`config.mk`:
```
export PLATFORM = sky130hd
export DESIGN_NAME = param_alu_pipe
export DESIGN_NICKNAME = d
export VERILOG_FILES = /design/src/rtl/alu_pkg.sv /design/src/rtl/alu_core.sv /design/src/rtl/param_alu_pipe.sv
export SDC_FILE = /design/constraint.sdc
export NUM_CORES = 1
export LEC_CHECK = 0
export BUFFER_PORTS_ARGS = -buffer_cell sky130_fd_sc_hd__buf_4
export CORE_MARGIN = 5
export CORE_UTILIZATION = 30
export DETAILED_ROUTE_END_ITERATION = 10
export PLACE_DENSITY = 0.5
export SYNTH_ARGS = -nofsm -noshare
export SYNTH_HDL_FRONTEND = slang
export SYNTH_SLANG_ARGS = --single-unit
```
`constraint.sdc`:
```
create_clock -name clk -period 5.65 [get_ports clk]
set_clock_uncertainty 0.15 [all_clocks]
set_input_delay 0.565 -clock clk [delete_from_list [all_inputs] [get_ports clk]]
set_output_delay 0.565 -clock clk [all_outputs]
set_load 0.02 [all_outputs]
```
`src/rtl/alu_pkg.sv`:
```
// rtl/alu_pkg.sv - opcode encodings and flag bit positions for param_alu_pipe
package alu_pkg;

    localparam logic [3:0] OP_PASS_A = 4'b0000;
    localparam logic [3:0] OP_INC_A  = 4'b0001;
    localparam logic [3:0] OP_DEC_A  = 4'b0010;
    localparam logic [3:0] OP_PASS_B = 4'b0011;
    localparam logic [3:0] OP_INC_B  = 4'b0100;
    localparam logic [3:0] OP_DEC_B  = 4'b0101;
    localparam logic [3:0] OP_ADD    = 4'b0110;
    localparam logic [3:0] OP_ADC    = 4'b0111;
    localparam logic [3:0] OP_NOT_A  = 4'b1000;
    localparam logic [3:0] OP_NOT_B  = 4'b1001;
    localparam logic [3:0] OP_AND    = 4'b1010;
    localparam logic [3:0] OP_OR     = 4'b1011;
    localparam logic [3:0] OP_NAND   = 4'b1100;
    localparam logic [3:0] OP_NOR    = 4'b1101;
    localparam logic [3:0] OP_XOR    = 4'b1110;
    localparam logic [3:0] OP_XNOR   = 4'b1111;

    // Bit positions inside the registered flag vector
    localparam int FLAG_C = 0;
    localparam int FLAG_Z = 1;
    localparam int FLAG_N = 2;
    localparam int FLAG_V = 3;
    localparam int FLAG_W = 4;

endpackage

```
`src/rtl/alu_core.sv`:
```
// rtl/alu_core.sv - combinational W-bit ALU datapath
// Ports: op_a, b, c_in, sel in; y_next, carry_next, ovf_next out.
module alu_core #(
    parameter int W = 8
) (
    input  logic [W-1:0] op_a,
    input  logic [W-1:0] b,
    input  logic         c_in,
    input  logic [3:0]   sel,
    output logic [W-1:0] y_next,
    output logic         carry_next,
    output logic         ovf_next
);
    import alu_pkg::*;

    logic [W-1:0] add_x;
    logic [W-1:0] add_y;
    logic         add_ci;
    logic         is_arith;
    logic [W-1:0] logic_res;
    logic [W:0]   sum;

    // Every arithmetic op is a single W+1 bit add; decrement adds all-ones
    // so carry drops only when the operand was zero.
    always_comb begin
        add_x     = '0;
        add_y     = '0;
        add_ci    = 1'b0;
        is_arith  = 1'b1;
        logic_res = '0;
        case (sel)
            OP_INC_A: begin add_x = op_a; add_y = {{(W-1){1'b0}}, 1'b1}; end
            OP_DEC_A: begin add_x = op_a; add_y = '1; end
            OP_INC_B: begin add_x = b;    add_y = {{(W-1){1'b0}}, 1'b1}; end
            OP_DEC_B: begin add_x = b;    add_y = '1; end
            OP_ADD:   begin add_x = op_a; add_y = b; end
            OP_ADC:   begin add_x = op_a; add_y = b; add_ci = c_in; end
            OP_PASS_A: begin is_arith = 1'b0; logic_res = op_a; end
            OP_PASS_B: begin is_arith = 1'b0; logic_res = b; end
            OP_NOT_A:  begin is_arith = 1'b0; logic_res = ~op_a; end
            OP_NOT_B:  begin is_arith = 1'b0; logic_res = ~b; end
            OP_AND:    begin is_arith = 1'b0; logic_res = op_a & b; end
            OP_OR:     begin is_arith = 1'b0; logic_res = op_a | b; end
            OP_NAND:   begin is_arith = 1'b0; logic_res = ~(op_a & b); end
            OP_NOR:    begin is_arith = 1'b0; logic_res = ~(op_a | b); end
            OP_XOR:    begin is_arith = 1'b0; logic_res = op_a ^ b; end
            OP_XNOR:   begin is_arith = 1'b0; logic_res = ~(op_a ^ b); end
            default:   begin is_arith = 1'b0; end
        endcase
    end

    assign sum        = {1'b0, add_x} + {1'b0, add_y} + {{W{1'b0}}, add_ci};
    assign y_next     = is_arith ? sum[W-1:0] : logic_res;
    assign carry_next = is_arith & sum[W];
    // Signed overflow: addends agree in sign, result disagrees
    assign ovf_next   = is_arith & (add_x[W-1] == add_y[W-1]) & (sum[W-1] != add_x[W-1]);

endmodule

```
`src/rtl/param_alu_pipe.sv`:
```
// rtl/param_alu_pipe.sv - registered ALU with handshake, flags and accumulator
// Ports: clk, rst_n; in_valid/in_ready command side with a, b, c_in, sel,
// use_acc, acc_clr; out_valid/out_ready result side with y, carry, zero,
// neg, ovf; acc_out shows the accumulator.
module param_alu_pipe #(
    parameter int W      = 8,
    parameter int ACC_EN = 1
) (
    input  logic         clk,
    input  logic         rst_n,
    input  logic         in_valid,
    output logic         in_ready,
    input  logic [W-1:0] a,
    input  logic [W-1:0] b,
    input  logic         c_in,
    input  logic [3:0]   sel,
    input  logic         use_acc,
    input  logic         acc_clr,
    output logic         out_valid,
    input  logic         out_ready,
    output logic [W-1:0] y,
    output logic         carry,
    output logic         zero,
    output logic         neg,
    output logic         ovf,
    output logic [W-1:0] acc_out
);
    import alu_pkg::*;

    logic [W-1:0]      acc;
    logic [W-1:0]      op_a;
    logic [W-1:0]      y_next;
    logic              carry_next;
    logic              ovf_next;
    logic              accept;
    logic [FLAG_W-1:0] flags;
    logic [FLAG_W-1:0] flags_next;

    assign in_ready = !out_valid || out_ready;
    assign accept   = in_valid && in_ready;
    assign op_a     = ((ACC_EN != 0) && use_acc) ? acc : a;

    alu_core #(.W(W)) u_core (
        .op_a       (op_a),
        .b          (b),
        .c_in       (c_in),
        .sel        (sel),
        .y_next     (y_next),
        .carry_next (carry_next),
        .ovf_next   (ovf_next)
    );

    always_comb begin
        flags_next         = '0;
        flags_next[FLAG_C] = carry_next;
        flags_next[FLAG_Z] = (y_next == '0);
        flags_next[FLAG_N] = y_next[W-1];
        flags_next[FLAG_V] = ovf_next;
    end

    // Result and flags only move on acceptance, so they stay frozen while
    // the consumer stalls.
    always_ff @(posedge clk) begin
        if (!rst_n) begin
            out_valid <= 1'b0;
            y         <= '0;
            flags     <= '0;
        end else if (accept) begin
            out_valid <= 1'b1;
            y         <= y_next;
            flags     <= flags_next;
        end else if (out_ready) begin
            out_valid <= 1'b0;
        end
    end

    // Clear wins over update; a same-cycle use_acc command already read the
    // old value through op_a.
    always_ff @(posedge clk) begin
        if (!rst_n || (ACC_EN == 0) || acc_clr) begin
            acc <= '0;
        end else if (accept) begin
            acc <= y_next;
        end
    end

    assign carry   = flags[FLAG_C];
    assign zero    = flags[FLAG_Z];
    assign neg     = flags[FLAG_N];
    assign ovf     = flags[FLAG_V];
    assign acc_out = acc;

endmodule

```
# Yosys cells after proc, flatten, opt, wreduce, memory -nomap -nowiden
# Index checks and enable logic that the tools add are counted.
# classes
add_sub_neg,2
n_bitwise,11
mux,9
n_eq_ne,17
reduce_logical,14
# ops
operator,count
case mux 8 bit (10 select lines),1
NOT 8 bit,5
== test 4 bit (second input constant),8
case mux 8 bit (3 select lines),1
== test 4 x 3 -> 1 bit (second input constant),4
2-to-1 mux 8 bit,2
case mux 8 bit (2 select lines),1
OR reduction 10 bit,1
adder 8 x 8 -> 9 bit,1
adder 9 x 1 -> 9 bit,1
AND 8 bit,1
== test 4 x 2 -> 1 bit (second input constant),2
zero test 8 bit,1
OR 8 bit,1
OR reduction 2 bit,4
XOR 8 bit,1
== test 4 x 1 -> 1 bit (second input constant),1
zero test 4 bit,1
2-to-1 mux 1 bit,4
OR reduction 4 bit,1
AND 1 bit,3
zero test 1 bit,2
logical OR 1 bit,2
nonzero test 2 bit,1
3 further kinds,3
# totals
in_bits,27
output_inout_bits,22
wordCells,57
ff_bits,21

# Logic depth before layout (Yosys ltp)
# Gate-level depths: netlist (run 1).
# logic_depth
word_depth,7
ltp_mapped,16
mapped_depth_nobuf,12

# By module
# Synthesis (run 1) repeated with hierarchy kept, for this count alone.
# hier_totals
hier_cells,381
area_unflattened_um2,2821.5
# modules_own_cells
module,n_inst,seq_area_each_um2,cells_each,area_each_um2
alu_core,1,0.0,287,1920.6
param_alu_pipe,1,400.4,94,900.9

# Worst setup path before layout (run 1)
# OpenSTA, ideal clock, no wires.
# synth_timing
kind,input-to-reg
start,input sel[2]
end,register flags[1]
path_buffers,4
slack_ps,1385
setup_time_ps,87
arrival_time_ps,4028
stages,16
t_required_ps,5413
path_cell_list,buf_6 > buf_2 > and2_1 > clkbuf_1 > or3_1 > clkbuf_1 > a22oi_1 > nor2_1 > fa_1 > fa_1 > a211o_1 > a21o_1 > a32oi_1 > o2111ai_1 > or4_1 > o31ai_1
# synth_via
elab_chain_len,7
word_cells_on_any_way,30
classes_between,add/sub (2); eq/ne (15); mux (5); reduce/logical (8)
# synth_lines
item,line_no,source
"start, declared",param_alu_pipe.sv:16,"input logic [3:0] sel,"
== test 4 x 1 -> 1 bit (tied with other cells),alu_core.sv:31,case (sel)
OR reduction 4 bit (no source line) / OR reduction 2 bit (equally long branches),--,
case mux 8 bit (2 select lines) / case mux 8 bit (3 select lines) (equally long branches),alu_core.sv:31,
adder 8 x 8 -> 9 bit,alu_core.sv:52,"assign sum = {1'b0, add_x} + {1'b0, add_y} + {{W{1'b0}}, add_ci};"
adder 9 x 1 -> 9 bit,alu_core.sv:52,
2-to-1 mux 8 bit *,alu_core.sv:53,assign y_next = is_arith ? sum[W-1:0] : logic_res;
zero test 8 bit *,param_alu_pipe.sv:56,flags_next[FLAG_Z] = (y_next == '0);
"end signal, assigned",param_alu_pipe.sv:71,flags <= flags_next;
"end, declared",param_alu_pipe.sv:36,logic [FLAG_W-1:0] flags;
# Mark *: on every way between the ends. The rest lies on a longest branch, timed or not.
# A chain may end at the register's enable or synchronous reset.

# Worst setup path in the final report (run 1)
# layout_timing
start,input sel[0]
end,register flags[1]
# The elaborated chain is that of the path after synthesis.

==> flow_summary_export.csv, run 1 <==
group,metric,value,unit
global_route,grt_util_all_layers,0.156,
global_route,grt_antenna_before_repair,0,
timing,setup_viol,0,
timing,slew_headroom,0.481,
power_and_ir_drop,p_comb_frac,0.481,
timing,hold_violations,0,
final_layout,layout_commonest_cell,"buf_4",
floorplanning,dieHeight,104,um
floorplanning,die_x,104,um
placed_design,port_buffers,48,
power_and_ir_drop,p_sw,0.000185,W
timing,clock.fmax,230,MHz
routing,first_pass_iters,4,
timing,tightest_slew,774,ps
global_route,grt_overflow,0,
worst_setup_path,cp-startpoint,"sel[0]",
power_and_ir_drop,seq_power_share,0.326,
worst_setup_path,critPathBufInv,1,
final_layout,drive_above_1_share,0.184,
routing,top_layer,"met4",
outcome,status,"complete, no violations",
worst_setup_path,startpoint_type,"input pin",
clock_network,htree_levels,1,
final_layout,seqCellArea,400,sq um
routing,ant_nets,0,
power_and_ir_drop,power_density,156,nW/um^2
worst_setup_path,critPathSlowestCell,"o31ai_2",
worst_setup_path,end_kind,"flip-flop",
clock_network,clockBufferDepth,2,
logic_synthesis,synth_seq_cells,20,
worst_setup_path,rr_worst_depth,11,
final_layout,mostFrequentLayoutCells,"48 x buf_4, 23 x nand2_1, 23 x ha_1",
routing,post_drt_wl_per_cell,17.7,um
global_route,grt_pass1_wl,13900,um
power_and_ir_drop,p_int,0.000290,W
timing,final.setup.tns,0,ps
logic_synthesis,ys_async_sr_fraction,0,
power_and_ir_drop,p_leak,1.34,nW
min_path,hold_class,"reg2reg",
floorplanning,core-area,8680,sq um
logic_synthesis,synth_top_area_cell,"dfxtp_1",
worst_setup_path,required,5670,ps
final_layout,fin_nets,428,
worst_setup_path,timing.rr.end,"flags[1]",
timing,min_period,4350,ps
logic_synthesis,synthCells,347,
clock_network,post_cts_buffers,0,
worst_setup_path,crit_path_frequent_cell,"fa_1",
placed_design,placed_area,3010,sq um
worst_setup_path,crit_fanout,51,
logic_synthesis,yosysSeqAreaShare,0.151,
clock_network,clock_sinks,20,
floorplanning,initial_utilization,0.306,
logic_synthesis,synth_fp_nets,399,
final_layout,multi_input_area,2030,sq um
final_layout,antenna_cells,0,
run,maxCapViolations,0,
worst_setup_path,path_class,"in2reg",
routing,routed-wl-met3,333,um
clock_network,insertion_delay,260,ps
worst_setup_path,critPathArrivalTime,4380,ps
routing,met1_length,4010,um
routing,drc,0,
clock_network,root_buffer,"clkbuf_8",
worst_setup_path,cp_top_family,"compound AO/OA/AOI/OAI gates",
logic_synthesis,synthTopCellsByArea,"dfxtp_1 15%, ha_1 11%, o21ai_0 3.8%, a21oi_1 3.4%, a21boi_0 3.4%",
final_layout,area_growth,14.9,%
routing,route.met2.wl,3870,um
global_route,grt_pass1_vias,2622,
logic_synthesis,synth.distinct_cells,72,
clock_network,cts_buffers,3,
final_layout,fillers,991,
floorplanning,rows,34,
floorplanning,ios,49,
worst_setup_path,endpoint,"flags[1]",
power_and_ir_drop,ir_drop,83.5,uV
worst_setup_path,rr_startpoint,"acc_out[0]",
placed_design,gp_congestion,0.834,
logic_synthesis,synthesis.area,2650,sq um
logic_synthesis,synth_edf_count,0,
min_path,hold_path_depth,2,
placed_design,dp_hpwl,6570,um
worst_setup_path,cp.depth,12,
floorplanning,die_area,10800,sq um
timing,fin_crit_sh,0.770,
timing,slew_viol_final,0,
routing,dr.first_iter.drc_count,132,
routing,vias,2731,
clock_network,cts_hold_buf,0,
logic_synthesis,synthFlopType,"dfxtp_1",
routing,routed_wl,8550,um
worst_setup_path,crit_chain,"buf_4, nor2b_2, o31ai_2, a21oi_1, fa_1, fa_1, a211o_1, a21o_1, a32oi_1, o2111ai_1, or4_1, o31ai_1",
logic_synthesis,yosysWarnings,0,
timing,fin_ws,1300,ps
clock_network,ctsResizeCount,0,
logic_synthesis,synth.avg_cell_area,7.64,sq um
final_layout,final_area,3050,sq um
worst_setup_path,worst-r2r-setup-slack,2140,ps
routing,viasPerCell,5.67,
power_and_ir_drop,switching_share,0.389,
global_route,grt_max_degree,52,
power_and_ir_drop,clkPwrFrac,0.193,
worst_setup_path,max_stage_delay,690,ps
timing,rsz0062_at_grt,"false",
clock_network,cts_tree,"done",
clock_network,clk_pin_slew,70,ps
placed_design,pre_cts_ws,1100,ps
logic_synthesis,yosysTopAreaCellShare,0.151,
## per-layer routing
layer | global-route usage | vias up
met2 | 0.249 | 65
li1 | - | 1351
met5 | 0 | -
met3 | 0.0298 | 23
met1 | 0.203 | 1292
met4 | 0.0666 | 0
## registers in the layout (all words and copies together) (netlist names)
signal     count
acc_out        8
flags          4
out_valid      1
y              7
## cells in the mapped netlist, types with 5 or more instances
master,count
a211o_1,7
nand2b_1,13
ha_1,23
or2_2,5
a21boi_0,12
nor2b_1,12
dfxtp_1,20
mux2i_1,5
buf_2,11
o21ai_0,20
nand3_1,10
nand2_1,23
a22oi_1,8
and2_1,6
a31oi_1,10
inv_1,18
nor3_1,5
a21oi_1,18
nor2_1,21
clkbuf_1,7
## power groups by stage
stage	logic, W	registers, W	clock network, W
global placement	0.000227	0.000158	0
finish	0.000229	0.000155	0.0000916
CTS	0.000228	0.000155	0.0000961
floorplan	0.000147	0.000168	0
global route	0.000252	0.000156	0.000104
detailed placement	0.000227	0.000158	0
## kinds of logic after synthesis
group	synth area share
compound gates	0.343
xor+xnor	0.0165
flops	0.151
simple gates	0.238
mux	0.0439
buf+inv	0.0840
fa+ha+maj	0.124
## worst min path at each step
| stage | startpoint | end | slack [ps] |
|---|---|---|---|
| final | y[1] | y[1] | 320 |
| after global routing | y[2] | y[2] | 330 |
| after CTS | y[1] | y[1] | 320 |
| after detailed placement | y[1] | y[1] | 310 |
| after global placement | y[2] | y[2] | 310 |
| after floorplan | y[2] | y[2] | 380 |
## worst min-delay path: stages, from the launching register on
cell      delay (ps)
dfxtp_1          310
nand2_1           50
a21boi_0          60
## area by class of cell
cell class / instances / area share
clock buffers: 3 / 0.0136
inverters: 21 / 0.0267
multi-input cells: 282 / 0.666
flip-flops and latches: 20 / 0.131
well taps: 108 / 0.0444
repair buffers: 48 / 0.118
## metrics by stage
step / hold slack, ps / util / cells / power [W]
after detailed placement: 308 / 0.346 / 479 / 0.000385
after global placement: 306 / 0.346 / 479 / 0.000385
after floorplan: 383 / - / 347 / 0.000315
after global routing: 334 / 0.351 / 482 / 0.000513
after CTS: 318 / 0.351 / 482 / 0.000479
final: 315 / 0.351 / 482 / 0.000475
No activity file was read; power rests on OpenSTA's default activity.
==> inputs of run 2 (changes only) <==
ABC_AREA = 1   (was not set)
PLACE_DENSITY = 0.52   (was 0.5)
clock period = 3.8 ns   (was 5.65 ns; I/O delays follow)
==> flow_summary_export.csv, run 2 <==
group,metric,value,unit
routing,dr.first_iter.drc_count,186,
worst_setup_path,crit_path_frequent_cell,"nand2_1",
timing,final.setup.tns,0,ps
worst_setup_path,path_class,"in2reg",
global_route,grt_util_all_layers,0.168,
final_layout,layout_commonest_cell,"nand2_1",
placed_design,dp.cells,584,
routing,vias,2803,
floorplanning,dieHeight,100,um
placed_design,port_buffers,48,
timing,clock.fmax,329,MHz
global_route,grt_max_degree,22,
logic_synthesis,synth.most_common_cell,"nand2_1",
final_layout,mostFrequentLayoutCells,"155 x nand2_1, 61 x inv_1, 49 x nor2_1",
clock_network,htree_levels,1,
clock_network,ctsResizeCount,0,
clock_network,clock_sinks,20,
global_route,grt_overflow,0,
worst_setup_path,crit_fanout,9,
clock_network,post_cts_buffers,0,
floorplanning,ios,49,
clock_network,insertion_delay,260,ps
routing,post_drt_wl_per_cell,14.5,um
logic_synthesis,synth_edf_count,0,
global_route,grt_pass1_vias,2649,
floorplanning,initial_utilization,0.303,
timing,min_period,3040,ps
min_path,hold_class,"in2reg",
logic_synthesis,synthCells,437,
placed_design,gp_congestion,0.909,
timing,setup_viol,0,
final_layout,final_cells,588,
floorplanning,die_area,10100,sq um
worst_setup_path,critPathArrivalTime,3090,ps
clock_network,root_buffer,"clkbuf_8",
logic_synthesis,yosysWarnings,0,
floorplanning,die_x,100,um
logic_synthesis,synthTopCellsByArea,"nand2_1 24%, dfxtp_1 16%, ha_1 12%, inv_1 9.3%, nor2_1 7.5%",
logic_synthesis,ys_async_sr_fraction,0,
worst_setup_path,end_kind,"flip-flop",
logic_synthesis,synthesis.area,2450,sq um
timing,tightest_slew,703,ps
floorplanning,core-area,8090,sq um
final_layout,final_area,2970,sq um
clock_network,clockBufferDepth,2,
final_layout,largest_register_ffs,8,
logic_synthesis,synth_top_area_cell,"nand2_1",
outcome,status,"complete, no violations",
placed_design,dp_hpwl,6960,um
floorplanning,rows,33,
routing,ant_nets,0,
power_and_ir_drop,p_leak,1.56,nW
power_and_ir_drop,power_density,235,nW/um^2
placed_design,placed_area,2910,sq um
timing,slew_headroom,0.530,
clock_network,cts_tree,"done",
power_and_ir_drop,ir_drop,131,uV
logic_synthesis,synthFlopType,"dfxtp_1",
final_layout,area_growth,20.9,%
logic_synthesis,synth.distinct_cells,34,
routing,viasPerCell,4.77,
final_layout,antenna_cells,0,
worst_setup_path,crit_chain,"buf_4, inv_1, nor2_1, nand2_1, nand2_1, inv_1, o22ai_1, fa_1, fa_1, nand3_1, nand2_1, nand3_1, nand2_1, nand2_1, nand3_1, nand2_1, nand2_1, nor2_1, nand2_1, a21oi_2",
worst_setup_path,max_stage_delay,480,ps
run,maxCapViolations,0,
global_route,grt_antenna_before_repair,0,
timing,fin_crit_sh,0.800,
timing,rsz0062_at_grt,"false",
logic_synthesis,synthTopCellsByCount,"155 x nand2_1, 61 x inv_1, 49 x nor2_1",
routing,drc,0,
final_layout,drive_above_1_share,0.151,
logic_synthesis,synth_seq_cells,20,
routing,first_pass_iters,4,
worst_setup_path,critPathSlowestCell,"fa_1",
timing,fin_hold_ws,230,ps
clock_network,cts_buffers,3,
worst_setup_path,required,3840,ps
logic_synthesis,synth_fp_nets,489,
global_route,grt_pass1_wl,13500,um
worst_setup_path,startpoint_type,"input pin",
timing,hold_violations,0,
clock_network,cts_hold_buf,0,
logic_synthesis,yosysTopAreaCellShare,0.237,
clock_network,clk_pin_slew,70,ps
timing,slew_viol_final,0,
routing,routed_wl,8520,um
logic_synthesis,yosysSeqAreaShare,0.163,
final_layout,fin_nets,536,
logic_synthesis,synth.avg_cell_area,5.61,sq um
-- run 2: changes by cell type after synthesis, sizes merged, moves of 8 or more --
| cell | delta |
|---|---|
| nor2b | -14 |
| nand2b | -13 |
| o21ai | +9 |
| o22ai | +8 |
| nand2 | +136 |
| a21oi | +10 |
| a21boi | -14 |
| nor2 | +33 |
| inv | +46 |
| nand3 | +16 |
| a31oi | -10 |
| buf | -14 |
-- run 2: logic make-up (layout without fill, tap and decap cells) --
| group | count (synthesis) | count (layout) | synth area share |
|---|---|---|---|
| fa+ha+maj | 25 | 25 | 0.134 |
| buf+inv | 72 | 118 | 0.115 |
| flops | 20 | 20 | 0.163 |
| compound gates | 70 | 70 | 0.161 |
| xor+xnor | 3 | 3 | 0.0107 |
| simple gates | 247 | 247 | 0.417 |
-- run 2: per-stage QoR --
step	setup slack (ps)	power, W	utilization
floorplan	985	0.000431	-
global placement	623	0.000538	0.360
detailed placement	544	0.000538	0.360
CTS	805	0.000700	0.366
global route	502	0.000749	0.366
finish	758	0.000695	0.366
-- run 2: power breakdown --
| part | switching, W | internal, W | total [W] |
|---|---|---|---|
| Combinational | 0.000194 | 0.000109 | 0.000303 |
| Clock | 0.0000684 | 0.0000922 | 0.000161 |
| Sequential | 0.00000862 | 0.000223 | 0.000231 |
-- run 2: layer usage --
metal	GRT usage	routed length [um]	up-vias
met2	0.293	4170	58
met5	0	0	-
met3	0.0215	330	6
li1	-	-	1470
met1	0.225	3970	1269
met4	0.0249	50	0
-- run 2: worst paths after layout --
check             start       end  slack [ps]  cells after the start
max              sel[2]  flags[1]         760                     20
min               rst_n      y[0]         230                      3
max reg2reg  acc_out[0]  flags[1]        1110                     17
min reg2reg        y[6]      y[6]         320                      2
-- run 2: final cells by class --
| type | instances | area (sq um) |
|---|---|---|
| sequential | 20 | 400 |
| timing repair buffer | 48 | 360 |
| tap | 105 | 131 |
| clock buffer | 4 | 55.1 |
| multi-input combinational | 345 | 1770 |
| inverter | 66 | 248 |
| fill | 937 | 5130 |
-- run 2: worst max-delay path, delay by kind of cell --
kind | cells | cell delay, ps
compound gates | 2 | 240
fa+ha+maj | 2 | 900
buf+inv | 3 | 430
simple gates | 13 | 1130
==> inputs of run 3 (changes only) <==
ABC_AREA = 0   (was 1)
clock period = 2.65 ns   (was 3.8 ns; I/O delays follow)
==> flow_summary_export.csv, run 3 (synthesis gave the netlist of run 1 again) <==
group,metric,value,unit
floorplanning,die_x,104,um
global_route,grt_pass1_wl,15000,um
worst_setup_path,timing.rr.end,"flags[1]",
routing,vias,3102,
worst_setup_path,rr_worst_depth,11,
final_layout,fillers,893,
power_and_ir_drop,power_density,316,nW/um^2
worst_setup_path,path_class,"in2reg",
min_path,hold_class,"in2reg",
timing,slew_headroom,0.653,
clock_network,htree_levels,1,
floorplanning,die_area,10800,sq um
global_route,grt_max_degree,22,
final_layout,drive_above_1_share,0.401,
global_route,grt_overflow,0,
worst_setup_path,end_kind,"flip-flop",
clock_network,cts_hold_buf,0,
timing,min_period,3280,ps
global_route,grt_pass1_vias,3016,
routing,viasPerCell,5.47,
run,maxCapViolations,0,
routing,dr.first_iter.drc_count,227,
power_and_ir_drop,p_leak,1.80,nW
final_layout,layout_commonest_cell,"buf_4",
floorplanning,core-area,8680,sq um
placed_design,dp_hpwl,7290,um
clock_network,clockBufferDepth,2,
worst_setup_path,required,2680,ps
global_route,grt_antenna_before_repair,0,
worst_setup_path,cp-startpoint,"sel[1]",
routing,first_pass_iters,5,
timing,fin_ws,-634,ps
final_layout,fin_nets,512,
outcome,violations,"negative setup slack",
clock_network,cts_buffers,3,
final_layout,largest_register_ffs,8,
timing,hold_violations,0,
placed_design,gp_congestion,0.898,
outcome,status,"finished with violations",
timing,setup_viol,15,
final_layout,final_area,3890,sq um
worst_setup_path,critPathArrivalTime,3310,ps
clock_network,clk_pin_slew,80,ps
timing,clock.fmax,305,MHz
power_and_ir_drop,ir_drop,206,uV
worst_setup_path,endpoint,"flags[1]",
clock_network,insertion_delay,270,ps
worst_setup_path,startpoint_type,"input pin",
clock_network,clock_sinks,20,
final_layout,antenna_cells,0,
floorplanning,dieHeight,104,um
timing,fin_hold_ws,104,ps
final_layout,area_growth,46.9,%
timing,tightest_slew,520,ps
floorplanning,ios,49,
global_route,grt_util_all_layers,0.165,
placed_design,placed_area,3590,sq um
clock_network,cts_tree,"done",
floorplanning,rows,34,
worst_setup_path,worst-r2r-setup-slack,-630,ps
routing,ant_nets,0,
timing,fin_crit_sh,1.24,
worst_setup_path,rr_startpoint,"acc_out[0]",
routing,routed_wl,9290,um
timing,rsz0062_at_grt,"true",
final_layout,mostFrequentLayoutCells,"122 x buf_4, 23 x nand2_1, 22 x ha_1",
worst_setup_path,crit_fanout,4,
routing,post_drt_wl_per_cell,16.4,um
placed_design,port_buffers,48,
clock_network,root_buffer,"clkbuf_8",
floorplanning,initial_utilization,0.306,
routing,drc,0,
timing,slew_viol_final,0,
## run 3: how the worst min path moves through the flow
stage / from / end / slack (ps) / cells past startpoint
global placement: y[1] / y[1] / 300 / 2
global route: in_valid / out_valid / 110 / 3
finish: in_valid / out_valid / 100 / 3
detailed placement: y[2] / y[2] / 300 / 2
floorplan: in_valid / out_valid / 250 / 2
CTS: in_valid / out_valid / 100 / 3
## run 3: what timing repair did
item                                    CTS  global route
gates cloned                              0             0
buffers inserted                          7             4
gates resized for setup                  34            12
endpoints found under the setup margin   15            15
pin swaps                                16            11
## run 3: cell type report
cell class                 count  area, sq um  share of cell area
multi-input combinational    282         2190               0.563
timing repair buffer         132         1030               0.264
sequential                    20          402               0.103
tap                          108          135              0.0347
inverter                      21         81.3              0.0209
clock buffer                   4         55.1              0.0141
## run 3: power by group
group / switching (W) / total, W / internal [W]
combinational: 0.000338 / 0.000659 / 0.000321
sequential: 0.00000967 / 0.000328 / 0.000319
clock: 0.000111 / 0.000244 / 0.000133
## run 3: layer usage
| metal | vias to the layer above | routed length [um] | GRT usage |
|---|---|---|---|
| met3 | 14 | 486 | 0.0286 |
| met5 | - | 0 | 0 |
| met1 | 1466 | 4180 | 0.219 |
| met4 | 0 | 171 | 0.0407 |
| li1 | 1516 | - | - |
| met2 | 106 | 4450 | 0.276 |
## run 3: worst max-delay path, stage by stage
cell and delay (ps):
buf_6 100, and2_4 150, or3_4 370, a22oi_2 150
nor2_2 60, fa_2 360, fa_2 360, a211o_1 300
a21o_1 180, a32oi_2 220, o2111ai_1 130, or4_1 430
o31ai_1 230
## run 3: per-stage QoR
step	util	total power, W	setup TNS, ps	setup slack [ps]	cells
final	0.449	0.00123	-4750	-634	567
after global routing	0.449	0.00131	-6310	-732	567
after CTS	0.443	0.00122	-3760	-588	565
after detailed placement	0.413	0.000937	-9730	-989	554
after global placement	0.413	0.000934	-9250	-900	554
after floorplan	-	0.000681	-10310	-1110	347
